<file path="config.mk">
export PLATFORM = sky130hd
export DESIGN_NAME = tone_bin_detector
export DESIGN_NICKNAME = d
export VERILOG_FILES = /design/src/rtl/tone_detect_pkg.sv /design/src/rtl/fft_bin_magnitude.sv /design/src/rtl/tone_bin_detector.sv
export SDC_FILE = /design/constraint.sdc
export NUM_CORES = 1
export LEC_CHECK = 0
export BUFFER_PORTS_ARGS = -buffer_cell sky130_fd_sc_hd__buf_2
export CORE_UTILIZATION = 30
export DETAILED_ROUTE_END_ITERATION = 7
export PLACE_DENSITY_LB_ADDON = 0.12
export SETUP_SLACK_MARGIN = 0.02
export SKIP_CTS_REPAIR_TIMING = 1
export SLEW_MARGIN = 40
export SYNTH_ARGS = -nofsm -noshare
export SYNTH_HDL_FRONTEND = slang
export SYNTH_HIERARCHICAL = 1
export SYNTH_SLANG_ARGS = --single-unit
</file>
<file path="constraint.sdc">
create_clock -name clk_in -period 12.4 [get_ports clk_in]
set_input_delay 0.62 -clock clk_in [delete_from_list [all_inputs] [get_ports clk_in]]
set_output_delay 0.62 -clock clk_in [all_outputs]
set_load 0.01 [all_outputs]
</file>
<file path="src/rtl/tone_detect_pkg.sv">
// Shared types and constants for the FFT-bin tone detector: tone bin table,
// FSM states, candidate encoding and energy-width helper.
package tone_detect_pkg;

  localparam int MAG_W     = 17;
  localparam int MAX_TONES = 8;
  localparam int ID_W      = $clog2(MAX_TONES);

  // Centre bin of each tone; every entry sits inside SPREAD..FFT_SIZE/2-1-SPREAD.
  localparam int TONE_BIN [MAX_TONES] = '{40, 60, 80, 120, 160, 200, 240, 300};

  typedef enum logic [1:0] {ACCUM, DECIDE, UPDATE, REPORT} state_t;

  // A candidate is either a tone index or SILENCE; SILENCE doubles as "none reported".
  typedef struct packed {
    logic            silent;
    logic [ID_W-1:0] id;
  } cand_t;

  localparam cand_t SILENCE = '{silent: 1'b1, id: '0};

  function automatic int energy_w(input int spread);
    return MAG_W + $clog2(2 * spread + 1);
  endfunction

endpackage

</file>
<file path="src/rtl/fft_bin_magnitude.sv">
// One registered stage: accepted FFT beat -> |re|+|im| magnitude plus its bin index.
module fft_bin_magnitude
  import tone_detect_pkg::*;
#(
  parameter int BW = 11
) (
  input  logic             clk_in,
  input  logic             rst_in,
  input  logic             i_valid,
  input  logic [31:0]      i_tdata,
  input  logic [BW-1:0]    i_bin,
  output logic             o_valid,
  output logic [MAG_W-1:0] o_mag,
  output logic [BW-1:0]    o_bin
);

  logic signed [16:0] w_re;
  logic signed [16:0] w_im;
  logic [MAG_W-1:0]   w_abs_re;
  logic [MAG_W-1:0]   w_abs_im;

  // Sign-extend to 17 bits first so |-32768| is representable.
  assign w_re     = $signed({i_tdata[15], i_tdata[15:0]});
  assign w_im     = $signed({i_tdata[31], i_tdata[31:16]});
  assign w_abs_re = w_re[16] ? $unsigned(-w_re) : $unsigned(w_re);
  assign w_abs_im = w_im[16] ? $unsigned(-w_im) : $unsigned(w_im);

  always_ff @(posedge clk_in) begin
    if (rst_in) begin
      o_valid <= 1'b0;
      o_mag   <= '0;
      o_bin   <= '0;
    end else begin
      o_valid <= i_valid;
      o_mag   <= w_abs_re + w_abs_im;
      o_bin   <= i_bin;
    end
  end

endmodule

</file>
<file path="src/rtl/tone_bin_detector.sv">
// Multi-tone detector: windowed energy per configured bin, per-frame argmax,
// debounced tone report over a valid/ready handshake.
module tone_bin_detector
  import tone_detect_pkg::*;
#(
  parameter  int FFT_SIZE    = 2048,
  parameter  int NUM_TONES   = 8,
  parameter  int SPREAD      = 1,
  parameter  int HOLD_FRAMES = 3,
  localparam int EW          = energy_w(SPREAD),
  localparam int IW          = $clog2(NUM_TONES)
) (
  input  logic          clk_in,
  input  logic          rst_in,
  input  logic          fft_tvalid,
  output logic          fft_tready,
  input  logic          fft_tlast,
  input  logic [31:0]   fft_tdata,
  input  logic [EW-1:0] threshold,
  output logic          tone_valid,
  input  logic          tone_ready,
  output logic [IW-1:0] tone_ident,
  output logic [EW-1:0] tone_energy,
  output logic          frame_error
);

  localparam int              BW       = $clog2(FFT_SIZE);
  localparam int              HW       = $clog2(HOLD_FRAMES + 1);
  localparam logic [BW-1:0]   LAST_BIN = BW'(FFT_SIZE - 1);
  localparam logic [ID_W-1:0] LAST_IDX = ID_W'(NUM_TONES - 1);

  state_t          r_state;
  logic            r_done;
  logic            r_tready;
  logic            r_valid;
  logic            r_frame_error;
  logic [BW-1:0]   r_count;
  logic [EW-1:0]   r_acc [NUM_TONES];
  logic [ID_W-1:0] r_idx;
  logic [EW-1:0]   r_best_e;
  logic [ID_W-1:0] r_best_i;
  cand_t           r_cand;
  cand_t           r_prev;
  cand_t           r_last;
  logic [HW-1:0]   r_hold;
  logic [IW-1:0]   r_ident;
  logic [EW-1:0]   r_energy;

  logic             w_accept;
  logic             w_end_ok;
  logic             w_bad;
  logic             w_acc_clr;
  logic             w_mag_valid;
  logic [MAG_W-1:0] w_mag;
  logic [BW-1:0]    w_mag_bin;
  logic             w_take;
  logic [EW-1:0]    w_new_e;
  logic [ID_W-1:0]  w_new_i;
  cand_t            w_cand;
  logic [HW-1:0]    w_hold_next;
  logic             w_stable;
  logic             w_report;

  assign fft_tready  = r_tready;
  assign tone_valid  = r_valid;
  assign tone_ident  = r_ident;
  assign tone_energy = r_energy;
  assign frame_error = r_frame_error;

  // A frame is malformed when tlast and "count is at the last bin" disagree.
  assign w_accept  = fft_tvalid & r_tready;
  assign w_end_ok  = w_accept & fft_tlast & (r_count == LAST_BIN);
  assign w_bad     = w_accept & (fft_tlast ^ (r_count == LAST_BIN));
  assign w_acc_clr = w_bad | (r_state == UPDATE);

  fft_bin_magnitude #(.BW(BW)) u_mag (
    .clk_in  (clk_in),
    .rst_in  (rst_in),
    .i_valid (w_accept & ~w_bad),
    .i_tdata (fft_tdata),
    .i_bin   (r_count),
    .o_valid (w_mag_valid),
    .o_mag   (w_mag),
    .o_bin   (w_mag_bin)
  );

  // NOTE: the accumulators are a handful of flops, not a RAM, so they take the reset like any other state.
  always_ff @(posedge clk_in) begin
    for (int k = 0; k < NUM_TONES; k++) begin
      if (rst_in || w_acc_clr) begin
        r_acc[k] <= '0;
      end else if (w_mag_valid && w_mag_bin >= BW'(TONE_BIN[k] - SPREAD)
                               && w_mag_bin <= BW'(TONE_BIN[k] + SPREAD)) begin
        r_acc[k] <= r_acc[k] + EW'(w_mag);
      end
    end
  end

  // Running argmax; strict '>' keeps the lowest index on ties.
  assign w_take  = (r_idx == '0) || (r_acc[r_idx] > r_best_e);
  assign w_new_e = w_take ? r_acc[r_idx] : r_best_e;
  assign w_new_i = w_take ? r_idx : r_best_i;

  always_comb begin
    w_cand = SILENCE;
    if (w_new_e >= threshold) w_cand = '{silent: 1'b0, id: w_new_i};
  end

  assign w_hold_next = (r_cand != r_prev)                ? HW'(1) :
                       (r_hold == HW'(HOLD_FRAMES))      ? r_hold : r_hold + 1'b1;
  assign w_stable    = (w_hold_next == HW'(HOLD_FRAMES));
  assign w_report    = w_stable && !r_cand.silent && (r_cand != r_last);

  always_ff @(posedge clk_in) begin
    if (rst_in) begin
      r_state       <= ACCUM;
      r_done        <= 1'b0;
      r_tready      <= 1'b0;
      r_valid       <= 1'b0;
      r_frame_error <= 1'b0;
      r_count       <= '0;
      r_idx         <= '0;
      r_best_e      <= '0;
      r_best_i      <= '0;
      r_cand        <= SILENCE;
      r_prev        <= SILENCE;
      r_last        <= SILENCE;
      r_hold        <= '0;
      r_ident       <= '0;
      r_energy      <= '0;
    end else begin
      r_frame_error <= w_bad;
      case (r_state)
        ACCUM: begin
          if (r_done) begin
            // Last beat's magnitude lands in the accumulators this cycle.
            r_done  <= 1'b0;
            r_idx   <= '0;
            r_state <= DECIDE;
          end else if (w_end_ok) begin
            r_done   <= 1'b1;
            r_tready <= 1'b0;
            r_count  <= '0;
          end else begin
            r_tready <= 1'b1;
            if (w_bad) begin
              r_count <= '0;
              r_hold  <= '0;
            end else if (w_accept) begin
              r_count <= r_count + 1'b1;
            end
          end
        end
        DECIDE: begin
          r_best_e <= w_new_e;
          r_best_i <= w_new_i;
          r_idx    <= r_idx + 1'b1;
          if (r_idx == LAST_IDX) begin
            r_cand  <= w_cand;
            r_state <= UPDATE;
          end
        end
        UPDATE: begin
          r_prev <= r_cand;
          r_hold <= w_hold_next;
          if (w_report) begin
            r_last   <= r_cand;
            r_ident  <= r_cand.id[IW-1:0];
            r_energy <= r_best_e;
            r_valid  <= 1'b1;
            r_state  <= REPORT;
          end else begin
            if (w_stable && r_cand.silent) r_last <= SILENCE;
            r_tready <= 1'b1;
            r_state  <= ACCUM;
          end
        end
        REPORT: begin
          if (tone_ready) begin
            r_valid  <= 1'b0;
            r_tready <= 1'b1;
            r_state  <= ACCUM;
          end
        end
        default: r_state <= ACCUM;
      endcase
    end
  end

endmodule

</file>
==> Word-level counts from Yosys, hierarchy flattened <==
Memories as Yosys holds them, arrays and structs flattened. A register that Yosys moved wholly into a read port is not among the register bits.
Index checks and enable logic that the tools add are counted.
{ "totals": {"reg_bits": 107, "latch_bits": 0, "ramBits": 152, "rom_bits": 0, "input_bits": 56, "word_cells": 196, "n_memories": 1} }
{ "mem_list": {"columns": ["name", "words", "width", "read_ports", "rd_ports_with_merged_regs", "wr", "line", "source"], "rows": [
  ["r_acc", 8, 19, 9, 1, 8, "tone_bin_detector.sv:38", "logic [EW-1:0] r_acc [NUM_TONES];"]
]} }
{ "op_classes": {"add_sub_neg": 14, "mul": 0, "div": 0, "n_lt_le_gt_ge": 18, "eq_ne": 17, "shifts": 0, "mux": 69, "n_bitwise": 17, "n_reduce_logical": 39} }
{ "ops": {"columns": ["operator", "n"], "rows": [
  ["19-bit 2-to-1 mux", 9],
  ["19-bit by 17-bit adder with 19-bit output", 8],
  ["1-bit 2-to-1 mux", 34],
  ["17-bit 2-to-1 mux", 2],
  ["16-bit negator with 17-bit output", 2],
  ["11-bit by 8-bit greater-or-equal comparator with 1-bit output, second input constant", 3],
  ["11-bit by 8-bit less-or-equal comparator with 1-bit output, second input constant", 3],
  ["11-bit 2-to-1 mux", 3],
  ["11-bit by 6-bit greater-or-equal comparator with 1-bit output, second input constant", 2],
  ["11-bit by 7-bit greater-or-equal comparator with 1-bit output, second input constant", 2],
  ["11-bit by 6-bit less-or-equal comparator with 1-bit output, second input constant", 2],
  ["11-bit by 7-bit less-or-equal comparator with 1-bit output, second input constant", 2],
  ["19-bit greater-or-equal comparator", 1],
  ["19-bit greater-than comparator", 1],
  ["1-bit logical AND", 19],
  ["2-bit 2-to-1 mux", 9],
  ["17-bit adder", 1],
  ["2-bit inequality test, second input constant", 8],
  ["3-bit 2-to-1 mux", 4],
  ["4-bit 2-to-1 mux", 3],
  ["11-bit by 1-bit adder with 11-bit output, second input constant", 1],
  ["11-bit == test, second input constant", 1],
  ["11-bit by 9-bit greater-or-equal comparator with 1-bit output, second input constant", 1],
  ["11-bit by 9-bit less-or-equal comparator with 1-bit output, second input constant", 1],
  ["24 further kinds", 52]
]} }

==> Logic depth before layout (Yosys ltp) <==
Gate-level depths: netlist of run 1.
{ "logic_depth": {"word_depth": 8, "ltp_mapped": 25, "mapped_depth_nobuf": 22} }

==> Cells and area by module <==
Netlist of run 1, hierarchy kept.
{ "modules_own_cells": {"columns": ["module", "n_inst", "cells_per_inst", "area_per_inst_um2"], "rows": [
  ["tone_bin_detector", 1, 1795, 16997.6],
  ["fft_bin_magnitude", 1, 256, 2132.0]
]} }

==> Least setup slack after synthesis of run 1 <==
Ideal clock, no wire load.
{ "synth_timing": {"path_kind": "reg2reg", "start": "register with a tool-made name", "end": "register r_cand[2] (netlist name)", "setup_time_ps": 87, "t_arrival_ps": 5465, "t_required_ps": 12313, "path_slack_ps": 6848, "path_stages_with_launch": 25, "synth_period_minus_slack_ps": 5552, "cell_sequence": "dfxtp_1 -> clkbuf_1 -> buf_2 -> mux4_2 -> mux2_2 -> ha_1 -> and3_1 -> nand4_1 -> nor4_1 -> a31oi_1 -> o21a_1 -> a21oi_1 -> clkbuf_1 -> clkbuf_1 -> a21oi_1 -> ha_1 -> nand2_1 -> o21ai_0 -> a21oi_1 -> o21a_1 -> o31ai_1 -> a41oi_1 -> o21ai_0 -> nand2_1 -> o31ai_1"} }
{ "synth_lines": {"columns": ["item", "line", "source"], "rows": [
  ["end signal: assignment", "tone_bin_detector.sv:159", "r_cand <= w_cand;"],
  ["end: declaration", "tone_bin_detector.sv:42", "cand_t r_cand;"]
]} }

==> metrics.md, run 1 <==
| Metric | Value |
|---|---|
| Status | finished clean |
| Worst path required time | 12870 ps |
| Nets | 2379 |
| Core area | 63100 um^2 |
| Worst EP arrival | 6310 ps |
| Vias in the first global route | 15200 |
| Core Util, Final | 34.3% |
| Reg power frac | 36.8% |
| Yosys top cell by area | edfxtp_1 |
| Synth top area cells | edfxtp_1 24%, ha_1 13%, dfxtp_1 12% |
| RSZ-0062 raised after global routing | no |
| Hpwl dp | 42.2 mm |
| Post-detailed-routing wire length | 55.8 mm |
| Top Usage Layer GRT | met2 |
| Ant diodes | 0 |
| # fillers | 6612 |
| R2R depth | 21 |
| CTS Buffer Depth | 3 |
| Power Internal | 1.89 mW |
| GP Congestion | 0.862 |
| Initial antenna violation count | 0 |
| PortBufs | 80 |
| Synth warnings | 6 |
| Initial Utilization | 30.3% |
| Rows | 92 |
| Async S/R FF share, synth | 0% |
| Final Max Tran Viols | 0 |
| Ys flop type | edfxtp_1 |
| Hold Crit Class | input pin to register |
| Final ANT Viol Nets | 0 |
| Synth Register Bits | 262 |
| Max-cap viol count | 0 |
| Setup crit end kind | register |
| Worst-Skew Late Latency | 560 ps |
| Setup CP Type | register to register |
| Max Freq | 0.171 GHz |
| M2 GR Usage | 27.6% |
| Minimum clock period | 5840 ps |
| First-pass GRT wire length | 86.1 mm |
| Clock root buffer | clkbuf_16 |
| Setup TNS Final | 0 ps |
| Multi-input combinational cell area | 11700 um^2 |
| Worst slew pin tran | 897 ps |
| Post-route DRC | 0 |
| Net Switching | 0.942 mW |
| Die Wd | 255 um |
| H-tree depth | 2 |
| Synth unique cells | 81 |
| Vias per std cell | 5.14 |
| Syn_nets | 2312 |
| Clk sinks | 262 |
| Vias | 15400 |
| CTS tree | done |
| Placed Area | 20500 um^2 |
| Synthesized instance count | 2051 |
| Setup crit start kind | register |
| Synthesis-to-layout area growth | 12.9% |
| Most frequent cell after synthesis | nor2_1 |
| Grt total ovfl | 0 |
| Pre-antenna DRT Iters | 5 |
| Clock group share of total power | 36.1% |
| Final setup fails | 0 |
| Avg Cell Area, Syn | 9.33 um^2 |
| Die area | 64800 um^2 |
| Clock slew at reported path FFs | 60 ps |
| Fin area | 21600 um^2 |
| Mapped Area | 19100 um^2 |
| Final hold violation count | 0 |
| Max VDD drop | 0.0790 mV |
| M1 GR Usage | 23.4% |
| Yosys top cell area share | 23.9% |
| Power Density | 131 nW/um^2 |
| Final setup skew | 16.8 ps |
| Setup ws final | 6560 ps |
| Seq/Total Area, Yosys | 35.4% |
| Routed wire per std cell | 18.6 um |
| Global-route met3 utilization | 3.04% |
| Total track usage | 17.3% |
| TritonCTS Buffers | 36 |
| Normalized max-slew margin | 38.6% |
| I/O pin total | 81 |
| Crit Path Max Fanout | 38 |
| Number of synthesized flops with an enable pin | 152 |
| DR iter-0 viols | 1140 |
| Final worst-path cycle share | 47.1% |
| P_leak | 8.84 nW |
| Combinational share of power | 27.1% |
| FF+latch area | 6770 um^2 |
| Sw frac | 33.3% |
| Pin count of the biggest net entering global routing | 82 |
| Pre-CTS WS | 6380 ps |
| Layout cell share with drive strength beyond 1 | 11.9% |
| Hold depth | 3 |
| Die Ht | 255 um |
| Top post-synthesis cells by count | 263 x nor2_1, 196 x ha_1, 177 x a21oi_1 |
## stage by stage
step,hold WS [ps],total power [mW],cells
floorplan,432,1.61,2051
global placement,441,1.81,2924
detailed placement,444,1.82,2926
CTS,364,2.87,2992
global route,398,3.00,2992
finish,388,2.83,2992
## worst max-delay path, stage by stage (launching register included)
cell and delay (ps):
dfxtp_2 310, buf_4 500, mux4_2 580, o21ai_1 430, ha_1 340, nor2b_1 130
o21a_1 170, o2111ai_1 210, a221oi_1 130, o21a_1 290, a21oi_4 430, a21oi_1 140
ha_1 310, nand2_1 50, o21ai_0 160, a21oi_1 90, o21a_1 190, o31ai_1 280
a41oi_1 140, o21ai_0 430, nand2_1 170, o31ai_1 260
## final timing paths
check / to / from / slack (ps)
worst max-delay path: r_cand[2]$_SDFFE_PP0P_ / register / 6560
worst min-delay path: frame_error$_SDFF_PP0_ / fft_tvalid / 390
worst max register to register: r_cand[2]$_SDFFE_PP0P_ / register / 6560
worst min register to register: tone_energy[0]$_SDFFE_PP0P_ / tone_energy[0]$_SDFFE_PP0P_ / 450
## per-layer routing
layer  wire, um  share of wire (%)
met3       2980                5.3
met5          0                  0
met2      25000                 45
met4       1600                2.9
met1      26200                 47
## kinds of logic after synthesis
family	share of synthesized area [%]
DFF	35.4
muxes	6.18
adders and majority gates	13.8
buffers and inverters	3.55
and+or+nand+nor	16.4
AOI/OAI and AO/OA	17.4
xor gates and xnor gates	7.32
## registers in the layout, summed over array words and instances (netlist names), 4 cells and up, named ones only
name,cells
r_last,4
r_count,11
u_mag/o_mag,17
r_best_e,19
r_prev,4
r_cand,4
u_mag/o_bin,11
tone_energy,19
r_acc,152
## power groups by stage
stage | sequential (mW) | combinational [mW] | clock (mW)
5_1_grt | 1.04 | 0.861 | 1.09
6_report | 1.04 | 0.767 | 1.02
4_1_cts | 1.04 | 0.765 | 1.06
2_1_floorplan | 1.01 | 0.606 | 0
3_3_place_gp | 1.06 | 0.753 | 0
3_5_place_dp | 1.06 | 0.760 | 0
## area by class of cell
| cell class | count | share of cell area [%] |
|---|---|---|
| Timing Repair Buffer | 93 | 2.39 |
| Sequential cell | 262 | 31.3 |
| Clock buffer | 47 | 4.50 |
| Multi-Input combinational cell | 1620 | 54.3 |
| Clock inverter | 19 | 0.805 |
| Tap cell | 846 | 4.90 |
| Inverter | 105 | 1.82 |
## cell usage in the layout (no fill, tap or decap), types with 7 or more instances in the layout
cell       netlist  routed
nor2_1         263     263
ha_1           196     196
a21oi_1        177     176
edfxtp_1       152     152
nand2_1        153     150
dfxtp_1        110     108
inv_1          105     105
xnor2_1         92      92
o21ai_0         83      82
buf_2            9      79
a21o_1          67      67
xor2_1          66      66
nor2b_1         53      53
mux4_2          38      38
clkbuf_16        0      36
nand3_1         35      35
a211oi_1        30      30
a31oi_1         30      30
o21a_1          28      28
nand2b_1        27      27
nor3_1          26      25
o31ai_1         25      24
o21bai_1        22      22
mux2_2          21      21
nand4_1         19      19
or2_2           14      14
and3_1          11      11
buf_4            0      11
or3_1           10      10
mux2i_1          9       9
fa_1             9       9
nor2_2           8       8
clkbuf_1        44       8
clkinv_2         0       8
nor4_1           7       7
(Power assumes the default switching activity.)
==> run 2: changes to the inputs <==
- ABC_AREA: unset -> 1
- clock period: 12.4 -> 5.94 ns (I/O delays scaled with it)
==> metrics.md, run 2 <==
| Metric | Value |
|---|---|
| Max Freq | 0.199 GHz (+16%) |
| Compound-Gate Fraction of Synth Area | 17.8% (+0.44 points) |
| Core area | 70300 um^2 (+11%) |
| Mapped Area | 21300 um^2 (+12%) |
| H-tree depth | 2 (unchanged) |
| Die Wd | 269 um (+5.6%) |
| Post-synthesis simple-gate area fraction | 26.6% (+10 points) |
| PortBufs | 80 (unchanged) |
| Layout cell share with drive strength beyond 1 | 7.81% (-4.1 points) |
| CTS Buffer Depth | 3 (unchanged) |
| Layout Cells excl Fill | 4091 (+37%) |
| RSZ-0062 raised after global routing | no |
| Final hold violation count | 0 (unchanged) |
| Max VDD drop | 0.133 mV (+68%) |
| Worst slew pin tran | 916 ps (+18.7 ps) |
| Avg Cell Area, Syn | 6.98 um^2 (-25%) |
| Synth Register Bits | 262 (unchanged) |
| CTS tree | done |
| Critical path's largest stage delay | 600 ps (+20 ps) |
| Largest family of logic cells by synthesized area | simple AND/OR/NAND/NOR gates |
| Placed Area | 22800 um^2 (+11%) |
| Minimum clock period | 5040 ps (-808 ps) |
| Routed wire per std cell | 18.6 um (-0.41%) |
| Mux share of post-synthesis cell area | 0% (-6.2 points) |
| R2R depth | 27 (+29%) |
| Hold depth | 4 (+1) |
| Yosys top cell area share | 21.4% (-2.5 points) |
| Setup TNS Final | 0 ps (unchanged) |
| Final setup fails | 0 (unchanged) |
| Vias | 20500 (+33%) |
| Ant diodes | 0 (unchanged) |
| Grt total ovfl | 0 (unchanged) |
| Clock root buffer | clkbuf_16 |
| Final setup skew | 21.8 ps (+5.08 ps) |
| CP max-delay cell | buf_4 |
| Async S/R FF share, synth | 0% (unchanged) |
| Fin area | 23900 um^2 (+11%) |
| Setup crit end kind | register |
| Status | finished clean |
| P_leak | 11.4 nW (+29%) |
| Hold Crit Class | input pin to register |
| Most frequent cells in the layout | 705 x nand2_1, 395 x nor2_1, 391 x inv_1 |
| Vias per std cell | 5.02 (-2.5%) |
| Post-detailed-routing wire length | 75.9 mm (+36%) |
| Adder-cell share of the synthesized area | 12.3% (-1.4 points) |
| Die Ht | 269 um (+5.6%) |
| DR iter-0 viols | 1438 (+26%) |
| Total track usage | 21.0% (+3.7 points) |
| Crit Path Max Fanout | 76 (+100%) |
| I/O pin total | 81 (unchanged) |
| Pin count of the biggest net entering global routing | 77 (-6.1%) |
| Yosys top cell by area | edfxtp_1 |
| Top post-synthesis cells by count | 714 x nand2_1, 395 x nor2_1, 394 x inv_1 |
| Initial antenna violation count | 3 (+3) |
| Post-Synth XOR/XNOR Area | 3.00% (-4.3 points) |
| Number of synthesized flops with an enable pin | 152 (unchanged) |
| Power Density | 249 nW/um^2 (+90%) |
| GP Congestion | 0.908 (+5.4%) |
| Synth unique cells | 55 (-32%) |
| Syn_nets | 3318 (+44%) |
| Setup CP Type | register to register |
| Pwr Total | 5.96 mW (+110%) |
| Worst path required time | 6430 ps (-6440 ps) |
| Max-cap viol count | 0 (unchanged) |
| Setup crit start kind | register |
| Clk sinks | 262 (unchanged) |
| Die area | 72200 um^2 (+11%) |
| Reg with most FFs | r_acc |
| Final worst-path cycle share | 84.8% (+38 points) |
| Worst-Skew Late Latency | 570 ps (about the same) |
| Ys flop type | edfxtp_1 |
| Post-route DRC | 0 (unchanged) |
| Worst EP arrival | 5530 ps (-780 ps) |
| Commonest non-fill, non-tap cell in the layout | nand2_1 |
| Nets | 3387 (+42%) |
| Hpwl dp | 58.6 mm (+39%) |
| Number of flip-flops in the largest register | 152 (unchanged) |
| Most frequent cell after synthesis | nand2_1 |
| Synth warnings | 6 (unchanged) |
| Synth top area cells | edfxtp_1 21%, nand2_1 13%, ha_1 11% |
| Pre-CTS WS | 953 ps (-5430 ps) |
| Pre-antenna DRT Iters | 5 (unchanged) |
| Initial Utilization | 30.4% (+0.050 points) |
| Worst path most repeated cell | nand2_1 |
| Placed cells | 4028 (+38%) |
| Vias in the first global route | 19300 (+27%) |
| TritonCTS Buffers | 36 (unchanged) |
| Rows | 97 (+5.4%) |
| # fillers | 7562 (+14%) |
| Clock slew at reported path FFs | 60 ps (about the same) |
| Normalized max-slew margin | 38.8% (+0.22 points) |
| Seq/Total Area, Yosys | 31.7% (-3.7 points) |
| Final ANT Viol Nets | 0 (unchanged) |
| Synthesis-to-layout area growth | 12.2% |
| Synthesized instance count | 3057 (+49%) |
| Final Max Tran Viols | 0 (unchanged) |
| Setup ws final | 903 ps (-5650 ps) |
| First-pass GRT wire length | 115 mm (+34%) |
[run 2: changes by cell type after synthesis, moves of 26 or more]
cell | before | now
nand2_1 | 153 | 714
inv_1 | 105 | 394
o21ai_0 | 83 | 255
nor2_1 | 263 | 395
a21oi_1 | 177 | 273
nand3_1 | 35 | 126
xnor2_1 | 92 | 7
nor2b_1 | 53 | 0
a21o_1 | 67 | 21
mux4_2 | 38 | 0
o22ai_1 | 4 | 34
o21a_1 | 28 | 0
nand2b_1 | 27 | 0
a211oi_1 | 30 | 4
[run 2: per-layer routing]
metal  GRT usage (%)  up-vias  routed length [um]
li1                -    10300                   -
met1            31.2     9619               38100
met2            32.3      485               32400
met3            2.06       88                3630
met4            5.48        0                1780
met5               0        -                   0
[run 2: kinds of logic after synthesis]
kind of cell,after synthesis
flops,262
compound gates,685
simple gates,1360
xor+xnor,73
buf+inv,472
fa+ha+maj,205
[run 2: power by group]
part | total (mW) | switching (mW) | internal, mW
sequential | 2.19 | 0.197 | 2.00
combinational | 1.60 | 1.06 | 0.541
clock | 2.17 | 0.885 | 1.29
[run 2: through the flow]
| step | hold WS, ps | utilization (%) |
|---|---|---|
| finish | 103 | 34.1 |
| global route | 137 | 34.1 |
| CTS | 77.5 | 34.1 |
| detailed placement | 452 | 32.4 |
| global placement | 447 | 32.4 |
| floorplan | 421 | - |
[run 2: critical path: cells and delay by family, from the launching register on]
kind	cells	cell delay [ps]
fa+ha+maj	2	600
buf+inv	3	750
simple gates	18	2430
flops	1	330
compound gates	4	810
[run 2: area by class of cell]
class	instances	area, um^2	share of cell area (%)
multi-input cells	2323	12800	53.4
flip-flops and latches	262	6780	28.3
inverters	410	1540	6.43
well taps	940	1180	4.91
clock buffers	46	1000	4.18
repair buffers	93	498	2.08
clock inverters	17	161	0.674
[run 2: path summary, 6_finish.rpt]
kind                           startpoint                         to  slack [ps]
hold / removal              fft_tdata[16]  u_mag/o_mag[0]$_SDFF_PP0_         100
hold reg to reg   r_count[0]$_SDFFE_PP0P_  u_mag/o_bin[0]$_SDFF_PP0_         450
setup / recovery                 register     r_cand[0]$_SDFFE_PP0P_         900
setup reg to reg                 register     r_cand[0]$_SDFFE_PP0P_         900
